==> src/rtl/polyveck_reduce_stream.sv <==
// -----------------------------------------------------------------------------
// polyveck_reduce_stream
//
// Streams one K-polynomial vector of N signed 32-bit coefficients, LANES
// coefficients per beat, through a 2-stage reduction pipeline. The mode
// (reduce32 / caddq / freeze / bypass) is latched when a vector starts.
//
// Ports:
//   clk, rst          clock, synchronous active-high reset
//   start, mode       begin a vector (sampled in IDLE), mode latched at start
//   busy, done        busy in RUN/DRAIN; done pulses once after the last beat
//   in_valid/ready    input handshake, in_data carries LANES x 32-bit lanes
//   out_valid/ready   output handshake, out_data same lane order as in_data
//   out_last          final beat of the vector
//   out_poly/out_coef polynomial index / lane-0 coefficient index of the beat
// -----------------------------------------------------------------------------
module polyveck_reduce_stream #(
   parameter int K     = 6,
   parameter int N     = 256,
   parameter int LANES = 4,
   parameter int Q     = 8380417,
   localparam int PW   = (K > 1) ? $clog2(K) : 1,
   localparam int CW   = (N > 1) ? $clog2(N) : 1,
   localparam int DW   = 32 * LANES
) (
   input  logic          clk,
   input  logic          rst,
   input  logic          start,
   input  logic [1:0]    mode,
   output logic          busy,
   output logic          done,
   input  logic          in_valid,
   output logic          in_ready,
   input  logic [DW-1:0] in_data,
   output logic          out_valid,
   input  logic          out_ready,
   output logic [DW-1:0] out_data,
   output logic          out_last,
   output logic [PW-1:0] out_poly,
   output logic [CW-1:0] out_coef
);

   localparam logic [31:0] QV = 32'(Q);

   typedef enum logic [1:0] {
      IDLE  = 2'd0,
      RUN   = 2'd1,
      DRAIN = 2'd2
   } state_t;

   state_t            state_r;
   state_t            state_n_s;
   logic [1:0]        mode_r;
   logic [PW-1:0]     in_poly_r;
   logic [CW-1:0]     in_coef_r;
   logic              in_last_s;
   logic              in_fire_s;
   logic              in_ready_s;
   logic              start_acc_s;
   logic              s1_adv_s;
   logic              s1_load_s;
   logic              out_fire_s;
   logic              done_r;

   logic              s1_valid_r;
   logic [DW-1:0]     s1_a_r;
   logic [LANES*10-1:0] s1_t_r;
   logic [PW-1:0]     s1_poly_r;
   logic [CW-1:0]     s1_coef_r;
   logic              s1_last_r;
   logic [LANES*10-1:0] t_s;
   logic [DW-1:0]     res_s;

   logic              out_valid_r;
   logic [DW-1:0]     out_data_r;
   logic              out_last_r;
   logic [PW-1:0]     out_poly_r;
   logic [CW-1:0]     out_coef_r;

   // Stage-2 lane function: t has already been rounded in stage 1, so only the
   // multiply-subtract and the conditional +Q remain here.
   function automatic logic [31:0] lane_result(input logic [1:0]  m,
                                               input logic [31:0] a,
                                               input logic [9:0]  t);
      logic [31:0] tq;
      logic [31:0] r;
      logic [31:0] res;
      tq = {{22{t[9]}}, t} * QV;
      r  = a - tq;
      case (m)
         2'd0:    res = r;
         2'd1:    res = a + (a[31] ? QV : 32'd0);
         2'd2:    res = r + (r[31] ? QV : 32'd0);
         2'd3:    res = a;
         default: res = a;
      endcase
      return res;
   endfunction

   assign s1_adv_s   = !out_valid_r || out_ready;
   assign s1_load_s  = !s1_valid_r || s1_adv_s;
   assign in_fire_s  = in_valid && in_ready_s;
   assign out_fire_s = out_valid_r && out_ready;
   assign in_last_s  = (in_poly_r == PW'(K - 1)) && (in_coef_r == CW'(N - LANES));

   assign busy      = (state_r == RUN) || (state_r == DRAIN);
   assign done      = done_r;
   assign in_ready  = in_ready_s;
   assign out_valid = out_valid_r;
   assign out_data  = out_data_r;
   assign out_last  = out_last_r;
   assign out_poly  = out_poly_r;
   assign out_coef  = out_coef_r;

   // State register.
   always_ff @(posedge clk) begin
      if (rst) begin
         state_r <= IDLE;
      end else begin
         state_r <= state_n_s;
      end
   end

   // Next-state logic and input-side handshake.
   always_comb begin
      state_n_s   = state_r;
      in_ready_s  = 1'b0;
      start_acc_s = 1'b0;
      case (state_r)
         IDLE: begin
            if (start) begin
               state_n_s   = RUN;
               start_acc_s = 1'b1;
            end else begin
               state_n_s = IDLE;
            end
         end
         RUN: begin
            in_ready_s = s1_load_s;
            if (in_valid && s1_load_s && in_last_s) begin
               state_n_s = DRAIN;
            end else begin
               state_n_s = RUN;
            end
         end
         DRAIN: begin
            if (out_fire_s && out_last_r) begin
               state_n_s = IDLE;
            end else begin
               state_n_s = DRAIN;
            end
         end
         default: begin
            state_n_s = IDLE;
         end
      endcase
   end

   // Mode latch, input beat counters and done pulse.
   always_ff @(posedge clk) begin
      if (rst) begin
         mode_r    <= 2'd0;
         in_poly_r <= '0;
         in_coef_r <= '0;
         done_r    <= 1'b0;
      end else begin
         done_r <= (state_r == DRAIN) && out_fire_s && out_last_r;
         if (start_acc_s) begin
            mode_r    <= mode;
            in_poly_r <= '0;
            in_coef_r <= '0;
         end else if (in_fire_s) begin
            if (in_coef_r == CW'(N - LANES)) begin
               in_coef_r <= '0;
               in_poly_r <= in_last_s ? '0 : in_poly_r + PW'(1);
            end else begin
               in_coef_r <= in_coef_r + CW'(LANES);
            end
         end
      end
   end

   // Stage-1 rounding: t = (a + 2^22) >>> 23 in 33 bits; bits [32:23] of the
   // 33-bit sum are exactly the signed 10-bit quotient.
   always_comb begin
      t_s = '0;
      for (int l = 0; l < LANES; l++) begin
         logic [32:0] a33;
         a33 = {in_data[32*l+31], in_data[32*l +: 32]} + 33'd4194304;
         t_s[10*l +: 10] = a33[32:23];
      end
   end

   // Stage-2 lane results from the stage-1 register.
   always_comb begin
      res_s = '0;
      for (int l = 0; l < LANES; l++) begin
         res_s[32*l +: 32] = lane_result(mode_r, s1_a_r[32*l +: 32], s1_t_r[10*l +: 10]);
      end
   end

   // Two-stage pipeline; s2 is the output register and holds under backpressure.
   always_ff @(posedge clk) begin
      if (rst) begin
         s1_valid_r  <= 1'b0;
         s1_a_r      <= '0;
         s1_t_r      <= '0;
         s1_poly_r   <= '0;
         s1_coef_r   <= '0;
         s1_last_r   <= 1'b0;
         out_valid_r <= 1'b0;
         out_data_r  <= '0;
         out_last_r  <= 1'b0;
         out_poly_r  <= '0;
         out_coef_r  <= '0;
      end else begin
         if (s1_load_s) begin
            s1_valid_r <= in_fire_s;
            if (in_fire_s) begin
               s1_a_r    <= in_data;
               s1_t_r    <= t_s;
               s1_poly_r <= in_poly_r;
               s1_coef_r <= in_coef_r;
               s1_last_r <= in_last_s;
            end
         end
         if (s1_adv_s) begin
            out_valid_r <= s1_valid_r;
            if (s1_valid_r) begin
               out_data_r <= res_s;
               out_poly_r <= s1_poly_r;
               out_coef_r <= s1_coef_r;
               out_last_r <= s1_last_r;
            end
         end
      end
   end

endmodule
==> config.mk <==
export PLATFORM = sky130hd
export DESIGN_NAME = polyveck_reduce_stream
export DESIGN_NICKNAME = d
export VERILOG_FILES = /design/src/rtl/polyveck_reduce_stream.sv
export SDC_FILE = /design/constraint.sdc
export NUM_CORES = 2
export LEC_CHECK = 0
export CELL_PAD_IN_SITES_DETAIL_PLACEMENT = 1
export CELL_PAD_IN_SITES_GLOBAL_PLACEMENT = 2
export CORE_ASPECT_RATIO = 1.1
export CORE_MARGIN = 4
export CORE_UTILIZATION = 40
export DETAILED_ROUTE_END_ITERATION = 10
export DONT_BUFFER_PORTS = 1
export GPL_TIMING_DRIVEN = 0
export PLACE_DENSITY = 0.9
export SLEW_MARGIN = 0
export SYNTH_ARGS = -nofsm -noshare
export SYNTH_HDL_FRONTEND = slang
export SYNTH_SLANG_ARGS = --single-unit
==> constraint.sdc <==
create_clock -name clk -period 10 [get_ports clk]
set_input_delay 1.5 -clock clk [delete_from_list [all_inputs] [get_ports clk]]
set_output_delay 1.5 -clock clk [all_outputs]
set_load 0.01 [all_outputs]
After elaboration in Yosys (flattened, before gate mapping). Cells that the tools add are included.

Output and inout port bits: 144. Register bits: 338. Bits of input ports: 135. Word-level logic and storage cells: 85.

Mux-type cells: 21. Eq/ne operators: 7. Multipliers: 4. Add/sub/neg operators: 18. Reduce and logical (&&, ||, !) cells: 19.

Operators with widths (count): $pmux W32 S4 (4); $add A32 B23 Y32 (8); $mux W23 (8); $add A32 B24 Y33 const B (4); $mul A10 B24 Y32 const B (4); $sub A32 B32 Y32 (4); $add A8 B3 Y8 const B (1); $eq A8 B8 Y1 const B (1); $logic_and A1 B1 Y1 (8); $mux W8 (1); $eq A2 B2 Y1 const B (3); $pmux W2 S3 (1); $reduce_and A2 Y1 (3); $eq A2 B1 Y1 const B (2); $logic_not A2 Y1 (2); $mux W1 (4); $mux W2 (2); $add A3 B1 Y3 const B (1); $eq A3 B3 Y1 const B (1); $logic_or A1 B1 Y1 (3); $mux W3 (1); $logic_not A1 Y1 (2); $reduce_or A2 Y1 (1).

Depth between registers and ports, before layout.
Depth after elaboration: 7. Depth in mapped cells: 35. Gate-level depth less buffers: 32.

Worst setup path before layout. OpenSTA, ideal clock, no wires.

Kind: reg-to-reg. Start point: register s1_t_r[4]. End point: register out_data_r[24] (netlist: out_data[24]). Setup slack: 2568 ps. Stages on the path, launching flop included: 32. Data arrival time: 7315 ps. Setup time: 117 ps. Path buffers: 2. Path through: dfxtp_1 fa_1 xor2_1 ha_1 or2_2 fa_1 fa_1 inv_1 fa_1 inv_1 ha_1 nand2_1 or3_1 a311o_1 a32oi_1 o21ai_1 nand2_2 clkbuf_1 nor2_1 ha_1 and3_1 clkbuf_1 nand3b_1 nor4_2 and3_1 o41ai_2 a31oi_4 o21a_1 o211ai_1 xor2_1 nand2_1 a22o_1.

Cells in the longest elaborated chain, start to end: 5.

RTL lines: start, declared (line 67) `logic [LANES*10-1:0] s1_t_r;`; start signal, assigned (line 221) `s1_t_r <= t_s;`; $mul A10 B24 Y32 (*) (line 88) `tq = {{22{t[9]}}, t} * QV;`; $sub A32 B32 Y32 (*) (line 89) `r = a - tq;`; $mux W23 (line 93) `2'd2: res = r + (r[31] ? QV : 32'd0);`; $add A32 B23 Y32 (line 93); $pmux W32 S4 (*) (line 90) `case (m)`; end signal, assigned (line 230) `out_data_r <= res_s;`; end, declared (line 75) `logic [DW-1:0] out_data_r;`.

Mark *: on every way between the ends. The rest lies on a longest branch, timed or not. A chain may end at the register's enable or synchronous reset.

Worst setup path in the final report.
Start point: register s1_t_r[34]. End point: register out_data_r[118] (netlist: out_data[118]).

Same word-level chain as after synthesis.

==> impl_metrics.csv <==
group,metric,value,unit
status,status,"finished with violations",
status,violations,"capacitance limit, slew limit",
timing,finalHoldViolCount,0,
timing,whs,459.9,ps
floorplan,start_util,40.42,%
grt,grtUsageTotal,35.35,%
place,placedInstanceArea,41780,um^2
grt,grt_max_degree,17,
setup_path,cp-startpoint,"s1_t_r[34]$_SDFFE_PP0P_",
clock_tree,clkSlewWorstSetupHoldPaths,60,ps
routing,routed_wl,191.2,mm
logic_synthesis,ys_seq_area_share,16.58,%
timing,max_freq,105.3,MHz
routing,viasPerCell,6.142,
grt,antenna_found_initial,9,
logic_synthesis,synth-edff-count,0,
timing,setup_viol,0,
final_layout,multiInputGateArea,29990,um^2
setup_path,cp_max_fo,10,
grt,gr-total-overflow,0,
clock_tree,cts_resized,0,
setup_path,setup.worst_path.end,"out_data[118]$_SDFFE_PP0P_",
floorplan,die_height,340,um
timing,skew,32.77,ps
logic_synthesis,ys.warnings.count,0,
routing,vias,40420,
floorplan,io_pins,279,
place,place_congestion,0.9763,
routing,drt-met1-wl,73.60,mm
timing,rsz0062_at_grt,"no",
final_layout,seq_area,6646,um^2
place,hpwlAfterDp,151.7,mm
routing,drc,0,
floorplan,fp.coreArea,99160,um^2
clock_tree,cts_tree,"done",
routing,dr_wl_met3,19.22,mm
timing,tightestPinTransition,1624,ps
final_layout,fin_util,43.73,%
logic_synthesis,async_flop_share,0,%
routing,firstDrtPassIters,6,
clock_tree,clk_path_buf_depth,3,
floorplan,die_w,309.8,um
clock_tree,clock_latency,650,ps
clock_tree,cts_root_buffer,"clkbuf_16",
place,port_buffers,0,
setup_path,r2r_cells,31,
final_layout,syn_to_final_growth,8.185,%
worst_hold_path,min_path_type,"reg2reg",
setup_path,reg2reg_from,"s1_t_r[34]$_SDFFE_PP0P_",
setup_path,criticalPathCategory,"reg2reg",
routing,top_layer,"met5",
logic_synthesis,syn_area,40080,um^2
timing,fin_crit_sh,95.00,%
setup_path,end_kind,"flip-flop",
routing,wl_met2,83.47,mm
routing,ant_nets,0,
final_layout,drive_above_1_share,3.936,%
timing,period_needed,9500,ps
clock_tree,clock-sinks,332,
final_layout,layout.nets,6101,
clock_tree,cts_hold_buf,0,
setup_path,cp_slowest_cell,"dfxtp_1",
floorplan,die_area,105300,um^2
setup_path,ff2ff_setup_slack,500,ps
timing,fin_tns_setup,0,ps
logic_synthesis,synth-seq-cells,332,
timing,slew_violations,66,
clock_tree,htreeDepth,2,
setup_path,reg2reg_to,"out_data[118]$_SDFFE_PP0P_",
final_layout,nFillCells,12250,
logic_synthesis,syn_inst,5197,
logic_synthesis,syn_area_per_cell,7.713,um^2
floorplan,core.rowCount,121,
final_layout,final_area,43360,um^2
clock_tree,numCtsBuffers,45,
setup_path,max_stage_delay,640,ps
logic_synthesis,synth_top_flop_cell,"dfxtp_1",
setup_path,cp_data_required_time,10530,ps
grt,grt_pass1_wl,273.4,mm
setup_path,arrival,10030,ps
timing,slew_headroom,-8.283,%
setup_path,start_kind,"flip-flop",
routing,drt_iter0_drc,3725,
clock_tree,post_cts_buffers,0,
grt,grt_pass1_vias,40720,
routing,wl_per_cell,29.06,um
flow_run,maxCapViolCount,8,
logic_synthesis,synth_cell_types,104,
-- critical path: cells and delay by family (launching register included) --
kind | cells | cell delay (ps)
AO/OA/AOI/OAI | 7 | 1790
XOR/XNOR | 3 | 480
flip-flops | 1 | 640
adder cells (fa/ha/maj) | 8 | 3260
AND/OR/NAND/NOR | 7 | 1590
multiplexers | 1 | 480
buffers and inverters | 5 | 1130
-- cell usage after synthesis, drive strengths merged (17+ instances only) --
library cell  number  share of area [%]
a211oi            83                1.6
a21o              90                1.7
a21oi            448                5.6
a311oi            17               0.37
a31oi             49               0.86
and2              32               0.50
and3              52               0.81
buf               29               0.32
clkbuf           184                1.7
dfxtp            332                 17
fa               233                 12
ha               485                 15
inv              697                6.5
mux2i             23               0.57
mux4              26                1.5
nand2            652                6.1
nand2b            36               0.56
nand3            144                1.8
nand4             42               0.66
nor2             351                3.3
nor2b             29               0.45
nor3              94                1.2
nor4              25               0.41
o211ai            53               0.99
o21a              41               0.77
o21ai            221                2.8
o21bai            21               0.39
o22ai             21               0.33
o31ai             28               0.54
or2               33               0.52
or3               27               0.43
xnor2            217                4.7
xor2             115                2.5
-- logic make-up after synthesis --
| kind of cell | share of synthesized area [%] |
|---|---|
| AOI/OAI and AO/OA | 20.51 |
| xor gates and xnor gates | 7.255 |
| adders and majority gates | 26.83 |
| buffers and inverters | 8.597 |
| DFF | 16.58 |
| muxes | 2.316 |
| other | 0.009356 |
| and+or+nand+nor | 17.90 |
-- cell usage in the layout (no fill, tap or decap), types with 23 or more instances in the layout --
cell type    n
a21o_1      90
nor3_1      92
a31oi_1     46
nand4_1     42
fa_1       233
nand2_1    651
nor4_1      24
o21ai_0    208
nor2_1     351
nand2b_1    36
mux4_2      26
nand3_1    144
ha_1       485
a211oi_1    76
dfxtp_1    332
a21oi_1    446
and3_1      52
mux2i_1     23
xnor2_1    217
o21a_1      41
clkbuf_1   182
nor2b_1     29
clkbuf_16   47
xor2_1     115
o211ai_1    53
inv_1      696
or3_1       26
and2_1      32
o31ai_1     27
or2_2       29
-- worst min path at each step --
stage	from	end	slack, ps	depth (start not counted)
after floorplan	s1_coef_r[2]$_SDFFE_PP0P_	out_coef[2]$_SDFFE_PP0P_	430	2
after global placement	s1_coef_r[7]$_SDFFE_PP0P_	out_coef[7]$_SDFFE_PP0P_	440	2
after detailed placement	s1_last_r$_SDFFE_PP0P_	out_last$_SDFFE_PP0P_	450	2
after CTS	s1_last_r$_SDFFE_PP0P_	out_last$_SDFFE_PP0P_	460	2
after global routing	s1_coef_r[5]$_SDFFE_PP0P_	out_coef[5]$_SDFFE_PP0P_	490	2
final	s1_poly_r[2]$_SDFFE_PP0P_	out_poly[2]$_SDFFE_PP0P_	460	2
-- flip-flops by register name, summed over array words and instances, names as in the netlist, 2 cells and up --
register   flops
out_data     128
s1_a_r       128
s1_t_r        40
in_coef_r      6
out_coef       6
s1_coef_r      6
in_poly_r      3
out_poly       3
s1_poly_r      3
mode_r         2
state_r        2
-- layout make-up --
type	count	share of cell area [%]
flip-flops and latches	332	15.33
inverters	700	6.059
clock buffers	57	2.868
plain buffers	213	1.919
multi-input cells	3953	69.17
clock inverters	27	0.7416
repair buffers	3	0.1616
well taps	1291	3.725
diodes	5	0.02885
-- metal layers --
metal	GRT usage (%)	vias to the layer above
li1	-	17940
met1	42.00	20090
met2	56.06	1818
met3	10.16	569
met4	22.16	6
met5	0	-
-- through the flow --
stage / std cells / setup slack [ps]
6_report: 6581 / 499.6
5_1_grt: 6576 / 211.7
4_1_cts: 6576 / 761.1
3_5_place_dp: 6492 / 785.9
3_3_place_gp: 6489 / 897.9
2_1_floorplan: 5198 / 2568
Power is left out: the tool's default activity adds up to more than one toggle a clock period on the data nets, which glitch-free logic cannot reach.
